<file path="src/rtl/dmem_pkg.sv">
// Shared encodings for the data-memory arbiter: access sizes, sequencer states
// and port ownership.
package dmem_pkg;

  localparam logic [1:0] SZ_B = 2'b00;
  localparam logic [1:0] SZ_H = 2'b01;
  localparam logic [1:0] SZ_W = 2'b10;

  typedef enum logic [1:0] {IDLE, RD, MERGE} state_t;
  typedef enum logic {OWN_CPU, OWN_EXT} owner_t;

  // Illegal size or an address not aligned to the access size.
  function automatic logic badAccess(input logic [1:0] size, input logic [1:0] lane);
    badAccess = (size == 2'b11) ||
                (size == SZ_H && lane[0]) ||
                (size == SZ_W && lane != 2'b00);
  endfunction

endpackage

</file>
<file path="src/rtl/store_merge.sv">
// Combinational little-endian store merge: inserts a byte or halfword into an
// existing word at the given byte lane; word size passes wdata through.
module store_merge
  import dmem_pkg::*;
(
  input  logic [31:0] oldWord,
  input  logic [31:0] wdata,
  input  logic [1:0]  size,
  input  logic [1:0]  lane,
  output logic [31:0] merged
);

  always_comb begin
    merged = oldWord;
    case (size)
      SZ_B:    merged[{lane, 3'b000} +: 8] = wdata[7:0];
      SZ_H:    merged[{lane[1], 4'b0000} +: 16] = wdata[15:0];
      default: merged = wdata;
    endcase
  end

endmodule

</file>
<file path="src/rtl/dmem_arbiter.sv">
// Shares the single-port data RAM between the CPU data port and the external
// word port; sequences loads and sub-word read-modify-write stores.
module dmem_arbiter
  import dmem_pkg::*;
#(
  parameter int DEPTH = 64,
  parameter int AW    = $clog2(DEPTH)
) (
  input  logic          clk,
  input  logic          reset,
  input  logic          cpu_req,
  input  logic          cpu_we,
  input  logic [1:0]    cpu_size,
  input  logic [31:0]   cpu_addr,
  input  logic [31:0]   cpu_wdata,
  output logic [31:0]   cpu_rdata,
  output logic          cpu_done,
  output logic          cpu_stall,
  output logic          cpu_err,
  input  logic          ext_req,
  input  logic          ext_we,
  input  logic [31:0]   ext_addr,
  input  logic [31:0]   ext_wdata,
  output logic [31:0]   ext_rdata,
  output logic          ext_done,
  output logic          ram_en,
  output logic          ram_we,
  output logic [AW-1:0] ram_addr,
  output logic [31:0]   ram_wdata,
  input  logic [31:0]   ram_rdata,
  output state_t        dbgState
);

  // Handshake: a requester raises req with stable command fields and holds them
  // until it sees done for one cycle; it may drop req or issue the next command
  // in the cycle after done. There is no separate ready; done is the acceptance.
  state_t        state, nextState;
  owner_t        lastOwner, nextLastOwner, owner, nextOwner;
  logic [31:0]   cpuRdataQ, extRdataQ, mergedWord;
  logic [AW-1:0] cpuWord, extWord;
  logic          cpuWins, extWins, cpuBad;
  logic          unusedAddrBits;

  assign cpuWord        = cpu_addr[AW+1:2];
  assign extWord        = ext_addr[AW+1:2];
  assign unusedAddrBits = ^{cpu_addr[31:AW+2], ext_addr[31:AW+2], ext_addr[1:0]};
  assign cpuBad         = badAccess(cpu_size, cpu_addr[1:0]);
  assign cpuWins        = cpu_req && (!ext_req || lastOwner == OWN_EXT);
  assign extWins        = ext_req && !cpuWins;
  assign dbgState       = state;
  assign cpu_stall      = cpu_req & ~cpu_done;

  store_merge u_merge (
    .oldWord (ram_rdata),
    .wdata   (cpu_wdata),
    .size    (cpu_size),
    .lane    (cpu_addr[1:0]),
    .merged  (mergedWord)
  );

  always_ff @(posedge clk or negedge reset) begin
    if (!reset) begin
      state     <= IDLE;
      lastOwner <= OWN_EXT;
      owner     <= OWN_CPU;
      cpuRdataQ <= '0;
      extRdataQ <= '0;
    end else begin
      state     <= nextState;
      lastOwner <= nextLastOwner;
      owner     <= nextOwner;
      if (state == RD && owner == OWN_CPU) cpuRdataQ <= ram_rdata;
      if (state == RD && owner == OWN_EXT) extRdataQ <= ram_rdata;
    end
  end

  // Outputs are gated by reset so an RMW write cannot leak while reset is low.
  always_comb begin
    nextState     = state;
    nextOwner     = owner;
    nextLastOwner = lastOwner;
    ram_en        = 1'b0;
    ram_we        = 1'b0;
    ram_addr      = cpuWord;
    ram_wdata     = cpu_wdata;
    cpu_done      = 1'b0;
    cpu_err       = 1'b0;
    ext_done      = 1'b0;
    if (reset) begin
      case (state)
        IDLE: begin
          if (cpuWins) begin
            nextLastOwner = OWN_CPU;
            nextOwner     = OWN_CPU;
            if (cpuBad) begin
              cpu_done = 1'b1;
              cpu_err  = 1'b1;
            end else begin
              ram_en = 1'b1;
              if (cpu_we && cpu_size == SZ_W) begin
                ram_we   = 1'b1;
                cpu_done = 1'b1;
              end else if (cpu_we) begin
                nextState = MERGE;
              end else begin
                nextState = RD;
              end
            end
          end else if (extWins) begin
            nextLastOwner = OWN_EXT;
            nextOwner     = OWN_EXT;
            ram_en        = 1'b1;
            ram_addr      = extWord;
            ram_wdata     = ext_wdata;
            if (ext_we) begin
              ram_we   = 1'b1;
              ext_done = 1'b1;
            end else begin
              nextState = RD;
            end
          end
        end
        RD: begin
          if (owner == OWN_CPU) cpu_done = 1'b1;
          else                  ext_done = 1'b1;
          nextState = IDLE;
        end
        MERGE: begin
          ram_en    = 1'b1;
          ram_we    = 1'b1;
          ram_wdata = mergedWord;
          cpu_done  = 1'b1;
          nextState = IDLE;
        end
        default: nextState = IDLE;
      endcase
    end
  end

  // Read data is visible in the done cycle and held afterwards.
  assign cpu_rdata = (state == RD && owner == OWN_CPU) ? ram_rdata : cpuRdataQ;
  assign ext_rdata = (state == RD && owner == OWN_EXT) ? ram_rdata : extRdataQ;

endmodule

</file>
<file path="config.mk">
export PLATFORM = sky130hd
export DESIGN_NAME = dmem_arbiter
export DESIGN_NICKNAME = d
export VERILOG_FILES = /design/src/rtl/dmem_pkg.sv /design/src/rtl/store_merge.sv /design/src/rtl/dmem_arbiter.sv
export SDC_FILE = /design/constraint.sdc
export NUM_CORES = 1
export LEC_CHECK = 0
export ABC_AREA = 1
export ABC_CLOCK_PERIOD_IN_PS = 2700
export CAP_MARGIN = 20
export CORE_ASPECT_RATIO = 0.9
export CORE_MARGIN = 3
export CORE_UTILIZATION = 30
export CTS_CLUSTER_DIAMETER = 50
export DETAILED_ROUTE_END_ITERATION = 8
export PLACE_DENSITY_LB_ADDON = 0.2
export REMOVE_ABC_BUFFERS = 1
export SYNTH_ARGS = -nofsm -noshare
export SYNTH_HDL_FRONTEND = slang
export SYNTH_SLANG_ARGS = --single-unit
</file>
<file path="constraint.sdc">
create_clock -name clk -period 2.7 [get_ports clk]
set_clock_uncertainty 0.1 [all_clocks]
set_input_delay 0.54 -clock clk [delete_from_list [all_inputs] [get_ports clk]]
set_output_delay 0.54 -clock clk [all_outputs]
set_load 0.01 [all_outputs]
</file>
==> results of run 1 <==
## timing repair
item,CTS,global route
resized for setup,239,87
pin swaps,9,12
setup endpoints to repair,108,57
setup buffers,6,7
## area by class of cell
class	count	area, sq um
Multi-Input combinational cell	674	3157
Fill cell	1747	7956
Clock buffer	10	239.0
Tap cell	235	294.0
Sequential cell	68	1705
Timing Repair Buffer	358	3309
Inverter	81	314.1
Clock inverter	5	85.08
## synth_stat cells, types with 5 or more instances
cell type / instances / area share, %
nand3_1: 46 / 4.4
buf_2: 29 / 2.8
inv_1: 72 / 5.1
dfrtp_1: 67 / 32
buf_4: 7 / 1.0
clkbuf_1: 11 / 0.78
a21oi_1: 38 / 3.6
inv_2: 7 / 0.50
ha_1: 5 / 1.2
nor2_1: 72 / 5.1
nand2_1: 347 / 25
o21ai_1: 8 / 0.76
mux2_1: 6 / 1.3
a21boi_0: 8 / 1.1
a21boi_1: 6 / 0.86
o21ai_0: 118 / 11
## power by group through the flow
stage	clock (mW)	combinational (mW)	sequential, mW
after floorplan	0	2.02	1.68
after global placement	0	4.73	1.69
after detailed placement	0	4.76	1.71
after CTS	1.34	4.47	1.70
after global routing	1.37	4.78	1.74
final	1.30	4.34	1.70
## registers in the layout, summed over array words and instances (netlist names)
register and count:
cpuRdataQ 32, dbgState 2, extRdataQ 32, lastOwner 1
owner 1
## metrics by stage
step	utilization [%]	setup TNS [ps]	instance area (sq um)	setup slack (ps)	hold WS, ps
floorplan	-	-16070	5029	-247.3	144.4
global placement	50.53	-31370	8621	-885.3	380.7
detailed placement	50.53	-31700	8621	-917.2	384.6
CTS	52.92	-409.1	9027	-80.51	143.6
global route	53.36	-131.4	9104	-59.74	160.3
finish	53.36	0	9104	99.34	139.4
## worst max-delay path, stage by stage
cell	delay (ps)
buf_4	110
clkinv_4	60
ha_4	250
nor2_4	120
nand3_4	120
buf_4	160
o21ai_1	100
nand3_1	70
nand3_1	80
nand2_1	50
inv_1	60
clkdlybuf4s15_2	220
## worst max path at each step
stage / from / end / slack (ps) / cells past startpoint
6_report: cpu_addr[0] / ram_wdata[6] / 100 / 12
5_1_grt: cpu_addr[0] / ram_wdata[23] / -60 / 16
3_3_place_gp: cpu_addr[0] / ram_wdata[2] / -890 / 11
4_1_cts: dbgState[1] / cpu_rdata[9] / -80 / 5
3_5_place_dp: cpu_addr[0] / ram_wdata[2] / -920 / 11
2_1_floorplan: dbgState[1] / ext_rdata[0] / -250 / 3
## layer usage
metal  vias to the layer above  global-route usage, %
li1                       3402                      -
met1                      2958                  28.77
met2                       215                  36.50
met3                        33                  4.931
met4                         0                  5.907
met5                         -                      0
## kinds of logic after synthesis
family                   Yosys count  synth area share [%]
adder cells (fa/ha/maj)            5                 1.188
flip-flops                        68                 32.33
multiplexers                       6                 1.283
AND/OR/NAND/NOR                  477                 36.01
AO/OA/AOI/OAI                    186                 18.88
buffers and inverters            128                 10.31
==> flow_results.xml, run 1 <==
<?xml version="1.0" encoding="UTF-8"?>
<metrics>
  <group name="outcome">
    <metric name="status" unit="">complete, no violations</metric>
  </group>
  <group name="synth">
    <metric name="syn-cell-area" unit="sq um">5268</metric>
    <metric name="postSynthRegisterBits" unit="">68</metric>
    <metric name="ys_async_rst_share" unit="%">100.0</metric>
    <metric name="syn-instance-count" unit="">870</metric>
    <metric name="synth.avg_cell_area" unit="sq um">6.055</metric>
    <metric name="ys_warn_count" unit="">0</metric>
    <metric name="flip_flop_cell_with_the_highest_count_after_synthesis" unit="">dfrtp_1</metric>
    <metric name="seq_area_frac_synth" unit="%">32.33</metric>
    <metric name="synth_cell_type_count" unit="">31</metric>
    <metric name="edff_count_synth" unit="">0</metric>
  </group>
  <group name="power_and_ir_drop">
    <metric name="total_switching_power" unit="mW">2.995</metric>
    <metric name="intPower" unit="mW">4.338</metric>
    <metric name="sw_frac_of_total" unit="%">40.85</metric>
    <metric name="clock_power_share" unit="%">17.7</metric>
    <metric name="totalPowerFinal" unit="mW">7.334</metric>
    <metric name="comb_power_share" unit="%">59.2</metric>
    <metric name="leakagePower" unit="nW">4.906</metric>
    <metric name="powerDensity" unit="nW/um^2">805.6</metric>
    <metric name="power.ir.vdd_worst" unit="mV">0.7438</metric>
    <metric name="seq_pwr_share" unit="%">23.1</metric>
  </group>
  <group name="setup_path">
    <metric name="critPathCaptureType" unit="">output port</metric>
    <metric name="worst_ep_arrival_time" unit="ps">1960</metric>
    <metric name="r2r_setup_slack" unit="ps">1240</metric>
    <metric name="startpoint_of_the_lowest_slack_register_to_register_path" unit="">lastOwner</metric>
    <metric name="setup.worst_path.class" unit="">in -&gt; out</metric>
    <metric name="worstPathRequired" unit="ps">2060</metric>
    <metric name="critical_path.startpoint_type" unit="">primary input</metric>
    <metric name="path_max_fanout" unit="">5</metric>
    <metric name="crit-reg2reg-capture" unit="">dbgState[0]</metric>
    <metric name="rr_worst_depth" unit="">8</metric>
  </group>
  <group name="timing">
    <metric name="maxClockFrequency" unit="GHz">0.3845</metric>
    <metric name="worst-slew-pin-transition" unit="ps">371.9</metric>
    <metric name="setup_repair_after_global_routing_missed_its_margin" unit="">yes</metric>
    <metric name="period_needed" unit="ps">2601</metric>
    <metric name="final-setup-viol-count" unit="">0</metric>
    <metric name="min_period_over_period" unit="%">96.32</metric>
    <metric name="final_hold_viol_count" unit="">0</metric>
    <metric name="final-max-slew-violation-count" unit="">0</metric>
    <metric name="worst_slew_margin_rel" unit="%">75.21</metric>
  </group>
  <group name="drt">
    <metric name="route.detailed.wl_per_inst" unit="microns">15.09</metric>
    <metric name="met3WireLength" unit="microns">1353</metric>
    <metric name="avgViaCountPerCell" unit="">4.618</metric>
    <metric name="routed_wl" unit="microns">21590</metric>
    <metric name="route.detailed.drc" unit="">0</metric>
    <metric name="ant_nets" unit="">0</metric>
    <metric name="wl_met2" unit="microns">9954</metric>
    <metric name="routedLengthMet1" unit="microns">9830</metric>
    <metric name="drtPass1Iterations" unit="">5</metric>
    <metric name="route.top_layer_used" unit="">met4</metric>
    <metric name="drtIter0Drc" unit="">439</metric>
    <metric name="num_vias" unit="">6608</metric>
  </group>
  <group name="global_route">
    <metric name="grt_max_degree" unit="">70</metric>
    <metric name="globalRoute.totalOverflow" unit="">0</metric>
    <metric name="global_routing_usage_summed_across_all_routing_layers" unit="%">21.92</metric>
    <metric name="antenna_found_initial" unit="">0</metric>
    <metric name="grt_first_pass_wirelength" unit="microns">34110</metric>
    <metric name="grt_pass1_vias" unit="">6347</metric>
  </group>
  <group name="finish">
    <metric name="antenna_cells_inserted" unit="">0</metric>
    <metric name="nets" unit="">1365</metric>
    <metric name="most_frequent_cells_in_the_layout" unit="">nand2_1 (341), buf_4 (111), clkdlybuf4s50_1 (109)</metric>
    <metric name="post_route_cells_drive_above_1_share" unit="%">19.90</metric>
    <metric name="syn2layout_area_growth" unit="%">72.83</metric>
    <metric name="non_filler_cells_in_the_finished_layout" unit="">1431</metric>
    <metric name="most_common_cell_after_layout_fill_and_taps_aside" unit="">nand2_1</metric>
  </group>
  <group name="floorplanning">
    <metric name="floorplan.initialDensity" unit="%">30.88</metric>
    <metric name="die_y" unit="microns">131.7</metric>
    <metric name="placementRows" unit="">45</metric>
    <metric name="fp.dieW" unit="microns">145.7</metric>
    <metric name="io-pin-count" unit="">278</metric>
    <metric name="area_of_the_die" unit="sq um">19190</metric>
    <metric name="core-area" unit="sq um">17060</metric>
  </group>
  <group name="hold_path">
    <metric name="worst_hold_path_type" unit="">in -&gt; async</metric>
  </group>
  <group name="clock_tree">
    <metric name="cts-root-buf" unit="">clkbuf_16</metric>
    <metric name="postCtsHoldBufs" unit="">0</metric>
    <metric name="tritoncts.num_buffers" unit="">9</metric>
    <metric name="worst_skew_pair.late_latency" unit="ps">350</metric>
    <metric name="clk_pin_slew_worst_setup_hold_paths" unit="ps">60</metric>
    <metric name="clock_tree_from_tritoncts" unit="">done</metric>
    <metric name="clock_path_buffers" unit="">2</metric>
    <metric name="clock_sink_count" unit="">68</metric>
    <metric name="ctsHtreeMaxLevel" unit="">3</metric>
  </group>
  <group name="placement">
    <metric name="routabilityCongestion" unit="">0.9351</metric>
    <metric name="placement.io_buffers" unit="">227</metric>
    <metric name="dpl.cell_count" unit="">1403</metric>
    <metric name="dpl.hpwl" unit="microns">16540</metric>
  </group>
  <group name="flow_run">
    <metric name="maxCapViolations" unit="">0</metric>
  </group>
</metrics>
Note: power is estimated with default switching activity, not from simulation.
==> run 2: changes to the inputs <==
--- a/config.mk
+++ b/config.mk
@@ -5,8 +5,7 @@
 export SDC_FILE = /design/constraint.sdc
 export NUM_CORES = 1
 export LEC_CHECK = 0
-export ABC_AREA = 1
-export ABC_CLOCK_PERIOD_IN_PS = 2700
+export ABC_AREA = 0
 export CAP_MARGIN = 20
 export CORE_ASPECT_RATIO = 0.9
 export CORE_MARGIN = 3
==> flow_results.xml, run 2 <==
<?xml version="1.0" encoding="UTF-8"?>
<metrics>
  <group name="outcome">
    <metric name="status" unit="">finished, violations left</metric>
    <metric name="failed_checks" unit="">setup timing</metric>
  </group>
  <group name="flow_run">
    <metric name="maxCapViolations" unit="">0</metric>
  </group>
  <group name="clock_tree">
    <metric name="cts-root-buf" unit="">clkbuf_16</metric>
    <metric name="clock_path_buffers" unit="">2</metric>
    <metric name="clock_tree_from_tritoncts" unit="">done</metric>
    <metric name="tritoncts.num_buffers" unit="">9</metric>
    <metric name="clock_sink_count" unit="">68</metric>
    <metric name="ctsHtreeMaxLevel" unit="">3</metric>
    <metric name="clk_pin_slew_worst_setup_hold_paths" unit="ps">60</metric>
    <metric name="worst_skew_pair.late_latency" unit="ps">340</metric>
  </group>
  <group name="finish">
    <metric name="most_common_cell_after_layout_fill_and_taps_aside" unit="">clkdlybuf4s50_1</metric>
    <metric name="most_frequent_cells_in_the_layout" unit="">clkdlybuf4s50_1 (109), buf_4 (95), mux2_2 (72)</metric>
    <metric name="syn2layout_area_growth" unit="%">96.04</metric>
    <metric name="number_of_inserted_filler_cells_in_the_final_layout" unit="">1230</metric>
    <metric name="nets" unit="">919</metric>
    <metric name="antenna_cells_inserted" unit="">0</metric>
    <metric name="utilization" unit="%">60.43</metric>
    <metric name="post_route_cells_drive_above_1_share" unit="%">47.94</metric>
  </group>
  <group name="timing">
    <metric name="period_needed" unit="ps">2711</metric>
    <metric name="final-setup-viol-count" unit="">1</metric>
    <metric name="worst_slew_margin_rel" unit="%">63.54</metric>
    <metric name="final_setup_slack_of_the_worst_path" unit="ps">-10.87</metric>
    <metric name="min_period_over_period" unit="%">100.4</metric>
    <metric name="worst-slew-pin-transition" unit="ps">540.1</metric>
    <metric name="final-max-slew-violation-count" unit="">0</metric>
    <metric name="final_hold_viol_count" unit="">0</metric>
    <metric name="setup_repair_after_global_routing_missed_its_margin" unit="">yes</metric>
    <metric name="maxClockFrequency" unit="GHz">0.3689</metric>
  </group>
  <group name="floorplanning">
    <metric name="area_of_the_die" unit="sq um">15920</metric>
    <metric name="die_y" unit="microns">120.0</metric>
    <metric name="io-pin-count" unit="">278</metric>
    <metric name="floorplan.initialDensity" unit="%">30.83</metric>
    <metric name="fp.dieW" unit="microns">132.7</metric>
    <metric name="core-area" unit="sq um">14060</metric>
    <metric name="placementRows" unit="">41</metric>
  </group>
  <group name="synth">
    <metric name="postSynthRegisterBits" unit="">68</metric>
    <metric name="synth_top_area_cells" unit="">dfrtp_1 (39%), mux2_2 (20%), a221o_1 (3.7%)</metric>
    <metric name="synth_cell_type_count" unit="">49</metric>
    <metric name="flip_flop_cell_with_the_highest_count_after_synthesis" unit="">dfrtp_1</metric>
    <metric name="ys_warn_count" unit="">0</metric>
    <metric name="edff_count_synth" unit="">0</metric>
    <metric name="yosys-top-cells-count" unit="">mux2_2 (78), dfrtp_1 (67), o22ai_1 (18)</metric>
    <metric name="synth_top_cell_area_share" unit="%">38.69</metric>
    <metric name="syn-instance-count" unit="">407</metric>
    <metric name="yosys.cell_count.top_type" unit="">mux2_2</metric>
    <metric name="area_leader_netlist" unit="">dfrtp_1</metric>
    <metric name="ys_async_rst_share" unit="%">100.0</metric>
    <metric name="syn-cell-area" unit="sq um">4333</metric>
    <metric name="seq_area_frac_synth" unit="%">39.30</metric>
    <metric name="synth.avg_cell_area" unit="sq um">10.65</metric>
  </group>
  <group name="power_and_ir_drop">
    <metric name="power.ir.vdd_worst" unit="mV">0.5132</metric>
    <metric name="seq_pwr_share" unit="%">26.1</metric>
    <metric name="intPower" unit="mW">4.172</metric>
    <metric name="sw_frac_of_total" unit="%">34.88</metric>
    <metric name="leakagePower" unit="nW">3.709</metric>
    <metric name="powerDensity" unit="nW/um^2">754.2</metric>
    <metric name="clock_power_share" unit="%">18.9</metric>
    <metric name="total_switching_power" unit="mW">2.235</metric>
    <metric name="comb_power_share" unit="%">55.0</metric>
  </group>
  <group name="drt">
    <metric name="routed_wl" unit="microns">21090</metric>
    <metric name="route.detailed.wl_per_inst" unit="microns">22.35</metric>
    <metric name="num_vias" unit="">5087</metric>
    <metric name="drtIter0Drc" unit="">299</metric>
    <metric name="ant_nets" unit="">0</metric>
    <metric name="route.detailed.drc" unit="">0</metric>
    <metric name="drtPass1Iterations" unit="">5</metric>
    <metric name="avgViaCountPerCell" unit="">5.389</metric>
  </group>
  <group name="setup_path">
    <metric name="setup.worst_path.class" unit="">in -&gt; out</metric>
    <metric name="rr_worst_depth" unit="">6</metric>
    <metric name="worstPathRequired" unit="ps">2060</metric>
    <metric name="path_max_fanout" unit="">8</metric>
    <metric name="critPathCaptureType" unit="">output port</metric>
    <metric name="setup.worst_path.start" unit="">cpu_size[0]</metric>
    <metric name="crit-reg2reg-capture" unit="">dbgState[1]</metric>
    <metric name="critical_path.startpoint_type" unit="">primary input</metric>
    <metric name="r2r_setup_slack" unit="ps">810</metric>
    <metric name="startpoint_of_the_lowest_slack_register_to_register_path" unit="">lastOwner</metric>
    <metric name="worst_ep_arrival_time" unit="ps">2070</metric>
  </group>
  <group name="global_route">
    <metric name="grt_pass1_vias" unit="">5423</metric>
    <metric name="global_routing_usage_summed_across_all_routing_layers" unit="%">25.55</metric>
    <metric name="grt_first_pass_wirelength" unit="microns">31280</metric>
    <metric name="antenna_found_initial" unit="">1</metric>
    <metric name="grt_max_degree" unit="">39</metric>
    <metric name="globalRoute.totalOverflow" unit="">0</metric>
  </group>
  <group name="placement">
    <metric name="placement.setup.worst_slack" unit="ps">-1129</metric>
    <metric name="placement.io_buffers" unit="">227</metric>
    <metric name="routabilityCongestion" unit="">0.8497</metric>
    <metric name="dpl.hpwl" unit="microns">14870</metric>
  </group>
  <group name="hold_path">
    <metric name="worst_hold_path_type" unit="">in -&gt; async</metric>
  </group>
</metrics>
## run 2: per-layer routing
| metal | share of wire, % | track usage [%] | vias to the layer above | wire length [microns] |
|---|---|---|---|---|
| met2 | 47 | 42.76 | 255 | 10020 |
| met3 | 8.1 | 8.340 | 36 | 1717 |
| met5 | 0.033 | 0 | - | 7 |
| met4 | 1.9 | 6.948 | 2 | 402 |
| met1 | 42 | 31.75 | 2521 | 8951 |
| li1 | - | - | 2273 | - |
## run 2: worst max-delay path by stage
| stage | slack, ps | endpoint | cells past startpoint |
|---|---|---|---|
| after floorplan | -270 | cpu_rdata[0] | 2 |
| after global placement | -1160 | ram_wdata[28] | 8 |
| after detailed placement | -1130 | ram_wdata[28] | 8 |
| after CTS | -50 | ram_wdata[2] | 6 |
| after global routing | -130 | ram_wdata[11] | 8 |
| final | -10 | ram_wdata[11] | 8 |
## run 2: cell type report
cell class / count / area [sq um] / area share, %
clock buffer: 9 / 225.2 / 2.651
tap: 193 / 241.5 / 2.843
multi-input combinational: 290 / 2786 / 32.80
inverter: 15 / 66.31 / 0.7807
clock inverter: 7 / 75.07 / 0.8838
timing repair buffer: 362 / 3395 / 39.96
sequential: 68 / 1705 / 20.08
## run 2: timing repair
action | CTS | global route
pin swaps | 24 | 18
gates resized for setup | 317 | 120
setup endpoints to repair | 108 | 74
hold buffers | 0 | 0
setup buffers | 24 | 9
cloned | 6 | 2
## run 2: metrics by stage
stage	instances	cell area (sq um)	power [mW]	setup TNS, ps	hold WS [ps]
floorplan	372	4136	3.129	-12710	144.4
global placement	889	7537	5.211	-37500	378.1
detailed placement	889	7537	5.278	-38380	384.3
CTS	935	8288	6.340	-349.2	97.62
global route	944	8494	6.757	-705.4	110.7
finish	944	8494	6.407	-10.87	116.6
## run 2: critical path, cell delays in order
cell and delay, ps:
dlygate4sd2_1 240, buf_6 140, nor2b_1 140, buf_4 180, nor4b_1 450, a221oi_2 70
o21ai_1 150, buf_2 150
## run 2: power groups by stage
stage	combinational [mW]	sequential, mW	clock, mW
6_report	3.53	1.67	1.21
4_1_cts	3.43	1.67	1.23
3_3_place_gp	3.55	1.66	0
3_5_place_dp	3.59	1.69	0
2_1_floorplan	1.49	1.64	0
5_1_grt	3.75	1.72	1.28
## run 2: kinds of logic (layout without fill, tap and decap cells)
group / Yosys count / after routing / synth area share, %
buffers and inverters: 50 / 393 / 5.833
flip-flops: 68 / 68 / 39.30
adder cells (fa/ha/maj): 5 / 5 / 1.444
AND/OR/NAND/NOR: 73 / 74 / 10.40
multiplexers: 79 / 79 / 20.50
AO/OA/AOI/OAI: 132 / 132 / 22.52
